$ cat src/rtl/cpu_pkg.sv
// Shared CPU constants and types for the issue/writeback register tracking logic.
package cpu_pkg;

    // Default architectural register address width (32 registers).
    localparam int unsigned CPU_ADDR_W = 5;

    // Hard-wired zero register: never tracked as busy, never written.
    localparam int unsigned CPU_ZERO_REG = 31;

    typedef logic [CPU_ADDR_W-1:0] reg_addr_t;

endpackage

$ cat src/rtl/decoder_n.sv
// Enabled N-to-2^N one-hot decoder; all outputs low when disabled.
module decoder_n #(
    parameter int unsigned ADDR_W = 5
) (
    output logic [2**ADDR_W-1:0] out,
    input  logic [ADDR_W-1:0]    in,
    input  logic                 en
);

    // Raise exactly the addressed line when enabled.
    always_comb begin
        out = '0;
        if (en) begin
            out[in] = 1'b1;
        end
    end

endmodule

$ cat src/rtl/reg_scoreboard.sv
// Register-busy scoreboard: flags RAW/WAW hazards at issue, tracks in-flight
// writes and produces a registered one-hot register-file write enable.
module reg_scoreboard
    import cpu_pkg::*;
#(
    parameter int unsigned ADDR_W    = CPU_ADDR_W,
    parameter int unsigned ZERO_REG  = CPU_ZERO_REG,
    parameter bit          WB_BYPASS = 1'b1,
    parameter int unsigned CNT_W     = $clog2(2**ADDR_W + 1)
) (
    input  logic                 clk,
    input  logic                 reset,
    input  logic                 issue_valid,
    input  logic                 issue_regwrite,
    input  logic [ADDR_W-1:0]    issue_rd,
    input  logic [ADDR_W-1:0]    rs1,
    input  logic [ADDR_W-1:0]    rs2,
    input  logic                 RegWrite,
    input  logic [ADDR_W-1:0]    wb_rd,
    output logic                 stall,
    output logic [2**ADDR_W-1:0] wr_en,
    output logic [2**ADDR_W-1:0] busy,
    output logic [CNT_W-1:0]     busy_count
);

    localparam int unsigned NREG = 2**ADDR_W;
    localparam logic [ADDR_W-1:0] ZERO_ADDR = ADDR_W'(ZERO_REG);

    logic [NREG-1:0]  clr_vec;
    logic [NREG-1:0]  set_vec;
    logic [NREG-1:0]  eff_vec;
    logic [NREG-1:0]  busy_d;
    logic [CNT_W-1:0] busy_count_d;
    logic             clr_en;
    logic             issue_fire;
    logic             inc;
    logic             dec;

    // Gating the enable keeps the zero register out of the clear vector.
    assign clr_en = RegWrite & (wb_rd != ZERO_ADDR);

    decoder_n #(
        .ADDR_W (ADDR_W)
    ) u_clr_dec (
        .out (clr_vec),
        .in  (wb_rd),
        .en  (clr_en)
    );

    // Effective busy view seen by issue, with optional same-cycle writeback bypass.
    always_comb begin
        eff_vec = busy;
        if (WB_BYPASS) begin
            eff_vec = busy & ~clr_vec;
        end
        eff_vec[ZERO_REG] = 1'b0;
    end

    // Hazard check and issue acceptance for the presented instruction.
    always_comb begin
        stall      = issue_valid &
                     (eff_vec[rs1] | eff_vec[rs2] | (issue_regwrite & eff_vec[issue_rd]));
        issue_fire = issue_valid & issue_regwrite & ~stall & (issue_rd != ZERO_ADDR);
    end

    decoder_n #(
        .ADDR_W (ADDR_W)
    ) u_set_dec (
        .out (set_vec),
        .in  (issue_rd),
        .en  (issue_fire)
    );

    // Next busy state and occupancy count; a new writer wins over a same-cycle clear.
    always_comb begin
        busy_d       = (busy & ~clr_vec) | set_vec;
        inc          = |(set_vec & ~busy);
        dec          = |(clr_vec & busy & ~set_vec);
        busy_count_d = busy_count + CNT_W'(inc) - CNT_W'(dec);
    end

    // State registers; reset overrides any set or clear on the same edge.
    always_ff @(posedge clk) begin
        if (reset) begin
            busy       <= '0;
            wr_en      <= '0;
            busy_count <= '0;
        end else begin
            busy       <= busy_d;
            wr_en      <= clr_vec;
            busy_count <= busy_count_d;
        end
    end

endmodule
$ cat config.mk
export PLATFORM = sky130hd
export DESIGN_NAME = reg_scoreboard
export DESIGN_NICKNAME = d
export VERILOG_FILES = /design/src/rtl/cpu_pkg.sv /design/src/rtl/decoder_n.sv /design/src/rtl/reg_scoreboard.sv
export SDC_FILE = /design/constraint.sdc
export NUM_CORES = 1
export LEC_CHECK = 0
export CORE_MARGIN = 2
export CORE_UTILIZATION = 30
export CTS_CLUSTER_SIZE = 8
export DETAILED_ROUTE_END_ITERATION = 6
export PLACE_DENSITY = 0.6
export SETUP_SLACK_MARGIN = 0.4
export SLEW_MARGIN = 15
export SYNTH_ARGS = -nofsm -noshare
export SYNTH_HDL_FRONTEND = slang
export SYNTH_HIERARCHICAL = 1
export SYNTH_SLANG_ARGS = --single-unit
$ cat constraint.sdc
create_clock -name clk -period 6.8 [get_ports clk]
set_input_delay 1.7 -clock clk [delete_from_list [all_inputs] [get_ports clk]]
set_output_delay 1.7 -clock clk [all_outputs]
set_load 0.005 [all_outputs]
Word level (Yosys, flattened, before mapping). Index checks and enable logic that the tools add are counted.

Bits of input ports: 25. Output and inout bits: 71. Flip-flop bits (word level): 70. Logic and storage cells: 46.

$add $sub $neg: 2. Bitwise gates (word level): 17. Equality and inequality tests: 2. Reduce and logical (&&, ||, !) cells: 4. $lt $le $gt $ge: 6. Mux-type cells: 12.

Operators by type and width (number): 32-bit AND (4); 32-bit NOT (3); 32-bit two-way mux (2); 32-bit OR reduction (2); 32-bit bitwise OR (1); 5-bit by 6-bit less-than comparator with 1-bit output (second input constant) (4); 1-bit binary-select mux with 5-bit select (3); 1-bit demux with 5-bit select (2); 5-bit by 1-bit >= comparator with 1-bit output (second input constant) (2); 5-bit inequality test (second input constant) (2); 6-bit by 1-bit adder with 6-bit output (1); 1-bit AND (6); 6-bit by 1-bit subtractor with 6-bit output (1); 1-bit two-way mux (5); 1-bit logical AND (2); 1-bit bitwise OR (2); 1-bit NOT (1).

Depth between registers and ports, before layout.
Depth after elaboration: 20. Depth in mapped cells: 28. Mapped depth without buffers: 28.

Hierarchy. The synthesis kept the hierarchy.

By module, submodules not included: reg_scoreboard (seq. area each 1401.3 um^2, times used 1, cells each 438, area an instance 3773.6 um^2); decoder_n (seq. area each 0.0 um^2, times used 2, cells each 47, area an instance 230.2 um^2).

Least setup slack after synthesis. OpenSTA, ideal clock, no wires.

Kind: input port to flip-flop. From: input port wb_rd[2]. To: register busy_count[4]. Stages: 25. Arrival time: 6.499 ns. Setup time: 0.128 ns. Buffers on the path: 0. Setup slack: 0.174 ns. Data required time: 6.672 ns. Cells stage by stage: nand3_1 -> o21a_1 -> or4b_1 -> nor2_1 -> nor2b_1 -> mux4_2 -> mux2_2 -> o311ai_2 -> and3_1 -> or4b_1 -> nor2_1 -> inv_1 -> a311o_1 -> nor4_1 -> nand3_1 -> ha_1 -> inv_1 -> ha_1 -> inv_1 -> fa_1 -> inv_1 -> a21o_1 -> a21oi_1 -> xor2_1 -> nor2_1.

Elaborated cells between the ends (all ways): 32. Those cells by class: add/sub: 2; order compare: 2; eq/ne: 1; mux: 10; bitwise: 14; reduce/logical: 3.

RTL lines: start, declared (line reg_scoreboard.sv:19) `input logic [ADDR_W-1:0] wb_rd,`; 5-bit inequality test (*) (line reg_scoreboard.sv:40) `assign clr_en = RegWrite & (wb_rd != ZERO_ADDR);`; 1-bit AND (*) (line reg_scoreboard.sv:40); named net clr_en (line reg_scoreboard.sv:34) `logic clr_en;`; 32-bit two-way mux (*) (line decoder_n.sv:13) `if (en) begin`; named net clr_vec[3] (line reg_scoreboard.sv:29) `logic [NREG-1:0] clr_vec;`; 32-bit NOT (*); 32-bit AND (*); 1-bit binary-select mux with 5-bit select (line reg_scoreboard.sv:62) `(eff_vec[rs1] | eff_vec[rs2] | (issue_regwrite & eff_vec[issue_rd]));`; [5 not listed]; 1-bit AND (*) (2 in series) (line reg_scoreboard.sv:63) `issue_fire = issue_valid & issue_regwrite & ~stall & (issue_rd != ZERO_ADDR);`; named net issue_fire (line reg_scoreboard.sv:35) `logic issue_fire;`; 32-bit two-way mux (*) (line decoder_n.sv:13); named net set_vec[0] (line reg_scoreboard.sv:30) `logic [NREG-1:0] set_vec;`; 32-bit AND or 32-bit NOT (tied branches) (line reg_scoreboard.sv:77, reg_scoreboard.sv:78); 32-bit OR reduction or 32-bit AND (tied branches) (line reg_scoreboard.sv:77, reg_scoreboard.sv:78); 6-bit by 1-bit adder with 6-bit output or 32-bit OR reduction (tied branches) (line reg_scoreboard.sv:79, reg_scoreboard.sv:78); 6-bit by 1-bit subtractor with 6-bit output (*) (line reg_scoreboard.sv:79) `busy_count_d = busy_count + CNT_W'(inc) - CNT_W'(dec);`; end signal, assigned (line reg_scoreboard.sv:91) `busy_count <= busy_count_d;`; end, declared (line reg_scoreboard.sv:23) `output logic [CNT_W-1:0] busy_count`.

Mark *: on every way through the listed nets, which the timed path passes. The rest lies on a longest branch. The select of a mux whose other input is x is not followed. A chain may end at the register's enable or synchronous reset.

Worst setup path after layout.
From: input port wb_rd[2]. To: register busy_count[5].

Same word-level chain as after synthesis.

==> results summary <==
The hold violation total from the final report is 0. The worst hold-check slack came out at around 590 ps. The first global-routing pass estimated between 20000 and 30000 um of wire. The number of nets handed over by synthesis was 564. Dividing the detail-routed wire length by the instance count gives ~20 um. In this run, synthesis produced a sequential element count of 70. The analysis attributes to cell leakage a power of 2.77 nW.

Summing all placed instances gives a cell area of 6340 um2. The async set or reset register ratio after synthesis came out at 0. The finished layout holds about 950 standard cells, fillers aside.

The final layout contains routed wiring with a total length of ~19000 um. The worst relative slew slack is 0.507. The first-pass iteration count of the detailed router is 4. The required time of the critical path is between 7000 and 8000 ps.

The initial antenna violation count came out at 0. The fraction of the core area covered by cells at the end of the flow is 0.511. The actual transition at the worst max-transition pin came out at 739 ps.

The share of total power dissipated in combinational logic is 0.163. The mean cell area of the mapped netlist is approximately 8 um2. The worst supply voltage drop on vdd came out at 108 uV. The final antenna-violating net count is 0. The CTS tree is built.

The final setup violation count came out at 0. The remaining design rule violation count came out at 0. Cell internal power was estimated by the tool at just over 0.8 mW. The vertical extent of the die is between 100 and 150 um. The floorplan die width is roughly 120 um.

The clock slew seen by the registers of the worst setup and hold paths is approximately 60 ps. The worst hold path belongs to the class flip-flop to flip-flop. The max-slew violation count came out at 0. The flow ran to the end, and the final reports show no timing, DRC or antenna violations. The clock drives 70 sinks.

The fill cell instance count of the final layout is about 1300. In this run, CTS created clock tree buffers numbering 9. In this design, the stage delay of the slowest critical-path cell is 540 ps. For this run, the register share of the synthesized area comes to 0.331. The clock network power share came out at 0.446.

The sum of net half-perimeters after detailed placement is between 10000 and 15000 um. Of the total power, the share spent switching nets is 0.260. In this run the core area contains 43 standard-cell rows.

The via-per-instance ratio is 5.09. The net switching power came out at between 0.2 and 0.3 mW. The critical path capture point type is a flip-flop.

After technology mapping, the gate count stands at between 500 and 600. The placeable core area came out at approximately 14000 um2. The final layout net count came out at 801. In the global route stage, overall resource usage came out at 0.257. The number of placed cells counting well taps came out at just over 900. Clock latency on the worst-skew pair, taken at its later pin, is 350 ps. The number of ports placed on the die boundary is between 90 and 100. The via count of the first global-routing pass is 4883.

Between clock sinks in the finished design, the worst skew comes to around 9.6 ps. The detailed router's first-iteration violation count is roughly 370. The via count came out at approximately 4900. The layout overhead on the synthesized area came out at 66.9%. The fraction of final layout cells with drive strength greater than 1 is 0.335. The share of the cycle needed by the critical path after routing is 0.995. The count of distinct cell types in the synthesized netlist is 57. The pin count of the biggest net entering global routing is between 70 and 80. The sequential power share came out at 0.391. The ratio of total power to cell area came out at 154 nW/um2.

In the synthesized netlist the dominant register cell turns out to be sky130_fd_sc_hd__dfxtp_1. The H-tree depth is 3. Summed over all layers, the global routing overflow is 0. The synthesized design contains 0 enable-type register cells.

The clock period minus final worst setup slack is a little under 7000 ps. In this run the worst path has a maximum fanout of 5. The count of input and output buffers is 95. In this run the cell area of the synthesized design comes to roughly 4200 um2. The multi-input gate area in the final layout is 2850 um2. The sequential cell area is ~1400 um2. Data on the critical path arrives at its endpoint at about 7000 ps. The die area is approximately 15000 um2. For this run, the top clock speed supported by timing is about 150 MHz. The worst setup path is launched from a primary input. The post-route cell area is 7070 um2. The quantity of hold-fixing buffers added after cts is 0. The critical setup path kind is primary input to flip-flop. The number of buffers on the longest clock path came out at 2.

The initial utilization of the core area, before any placement, comes to 0.306. For this run, the number of Yosys warnings is 6. The cell sitting at the root of the clock tree is a sky130_fd_sc_hd__clkbuf_16. The routability congestion estimate from global placement is roughly 0.96. Setup repair after global routing could not meet its margin everywhere. 0 antenna diodes ended up in the layout. The slowest stage of the critical path belongs to the cell sky130_fd_sc_hd__or4b_4.

Max-cap violations in this run came to 0.
## metal layers
layer  routed length, um  vias up  part of all wire  GRT usage
met5                   0        -                 0          0
met4                 670        0             0.036      0.101
met3                1420       41             0.075     0.0613
met2                8730      211              0.46      0.415
met1                8020     2291              0.43      0.328
li1                    -     2312                 -          -
## path summary, 6_finish.rpt
kind,startpoint,to,slack (ps),depth (start not counted)
hold reg to reg,busy[31]$_SDFF_PP0_,busy[31]$_SDFF_PP0_,590,2
setup / recovery,wb_rd[2],busy_count[5]$_SDFF_PP0_,40,27
setup reg to reg,busy[9]$_SDFF_PP0_,busy_count[5]$_SDFF_PP0_,1870,22
hold / removal,busy[31]$_SDFF_PP0_,busy[31]$_SDFF_PP0_,590,2
## flip-flops by register name (all words and copies together), names as in the netlist
signal	flops
busy	32
wr_en	32
busy_count	6
## layout by cell type (no fill, tap or decap), drive strengths merged, types with 12 or more instances in the layout
cell type / n
clkdlybuf4s50: 87
nand2: 34
dfxtp: 70
inv: 48
mux4: 16
o22ai: 28
buf: 159
clkbuf: 12
nor2b: 56
nor2: 136
## metrics by stage
| stage | total power [mW] | setup TNS [ps] | worst slack (ps) |
|---|---|---|---|
| 3_3_place_gp | 0.585 | -4570 | -975 |
| 2_1_floorplan | 0.511 | 0 | 281 |
| 4_1_cts | 1.08 | 0 | 35.0 |
| 6_report | 1.09 | 0 | 35.3 |
| 3_5_place_dp | 0.588 | -4610 | -1000 |
| 5_1_grt | 1.12 | -167 | -88.0 |
## cell families (layout without fill, tap and decap cells)
group	after synthesis	after routing	share of synthesized area
simple gates	290	290	0.352
compound gates	71	71	0.123
flops	70	70	0.331
buf+inv	69	311	0.0659
mux	20	20	0.0960
fa+ha+maj	7	7	0.0225
xor+xnor	5	5	0.0103
## cells in the mapped netlist, types with 3 or more instances
cell / number / area (um2)
sky130_fd_sc_hd__a2111oi_0: 6 / 52.6
sky130_fd_sc_hd__a21oi_1: 8 / 40.0
sky130_fd_sc_hd__a221oi_1: 4 / 35.0
sky130_fd_sc_hd__a311oi_1: 3 / 26.3
sky130_fd_sc_hd__and2b_4: 3 / 30.0
sky130_fd_sc_hd__and3_1: 4 / 25.0
sky130_fd_sc_hd__buf_2: 6 / 30.0
sky130_fd_sc_hd__clkbuf_1: 14 / 52.6
sky130_fd_sc_hd__dfxtp_1: 70 / 1400
sky130_fd_sc_hd__ha_1: 6 / 75.1
sky130_fd_sc_hd__inv_1: 44 / 165
sky130_fd_sc_hd__inv_2: 3 / 11.3
sky130_fd_sc_hd__mux4_2: 15 / 338
sky130_fd_sc_hd__nand2_1: 34 / 128
sky130_fd_sc_hd__nand2b_1: 8 / 50.1
sky130_fd_sc_hd__nand3_1: 4 / 20.0
sky130_fd_sc_hd__nand4_1: 3 / 18.8
sky130_fd_sc_hd__nand4b_1: 8 / 70.1
sky130_fd_sc_hd__nand4bb_1: 6 / 67.6
sky130_fd_sc_hd__nor2_1: 136 / 510
sky130_fd_sc_hd__nor2b_1: 56 / 350
sky130_fd_sc_hd__nor3b_1: 7 / 52.6
sky130_fd_sc_hd__nor4_1: 5 / 31.3
sky130_fd_sc_hd__o21ai_0: 3 / 15.0
sky130_fd_sc_hd__o22ai_1: 28 / 175
sky130_fd_sc_hd__o41ai_1: 3 / 26.3
sky130_fd_sc_hd__xor2_1: 3 / 26.3
## power groups by stage
stage          clock (mW)  sequential [mW]  combinational (mW)
2_1_floorplan           0            0.433              0.0777
3_3_place_gp            0            0.433               0.152
3_5_place_dp            0            0.433               0.154
4_1_cts             0.491            0.425               0.168
5_1_grt             0.509            0.426               0.189
6_report            0.484            0.425               0.178
## area by class of cell
cell class / instances / share of cell area
Multi-Input combinational cell: 393 / 0.403
Timing Repair Buffer: 247 / 0.298
Sequential cell: 70 / 0.198
Clock buffer: 12 / 0.0349
Tap cell: 180 / 0.0319
Inverter: 48 / 0.0262
Clock inverter: 4 / 0.00797
## what timing repair did
action                                  4_1_cts  5_1_grt
setup buffers                                12        8
endpoints found under the setup margin        7        6
gates resized for setup                      63       33
gates cloned                                  0        0
pin swaps                                    22       16
## critical path: cells and delay by family
family	cells	cell delay [ps]
buffers and inverters	4	430
adders and majority gates	2	460
muxes	2	790
xor gates and xnor gates	1	130
and+or+nand+nor	10	2000
AOI/OAI and AO/OA	8	1460
(Power assumes the default switching activity.)
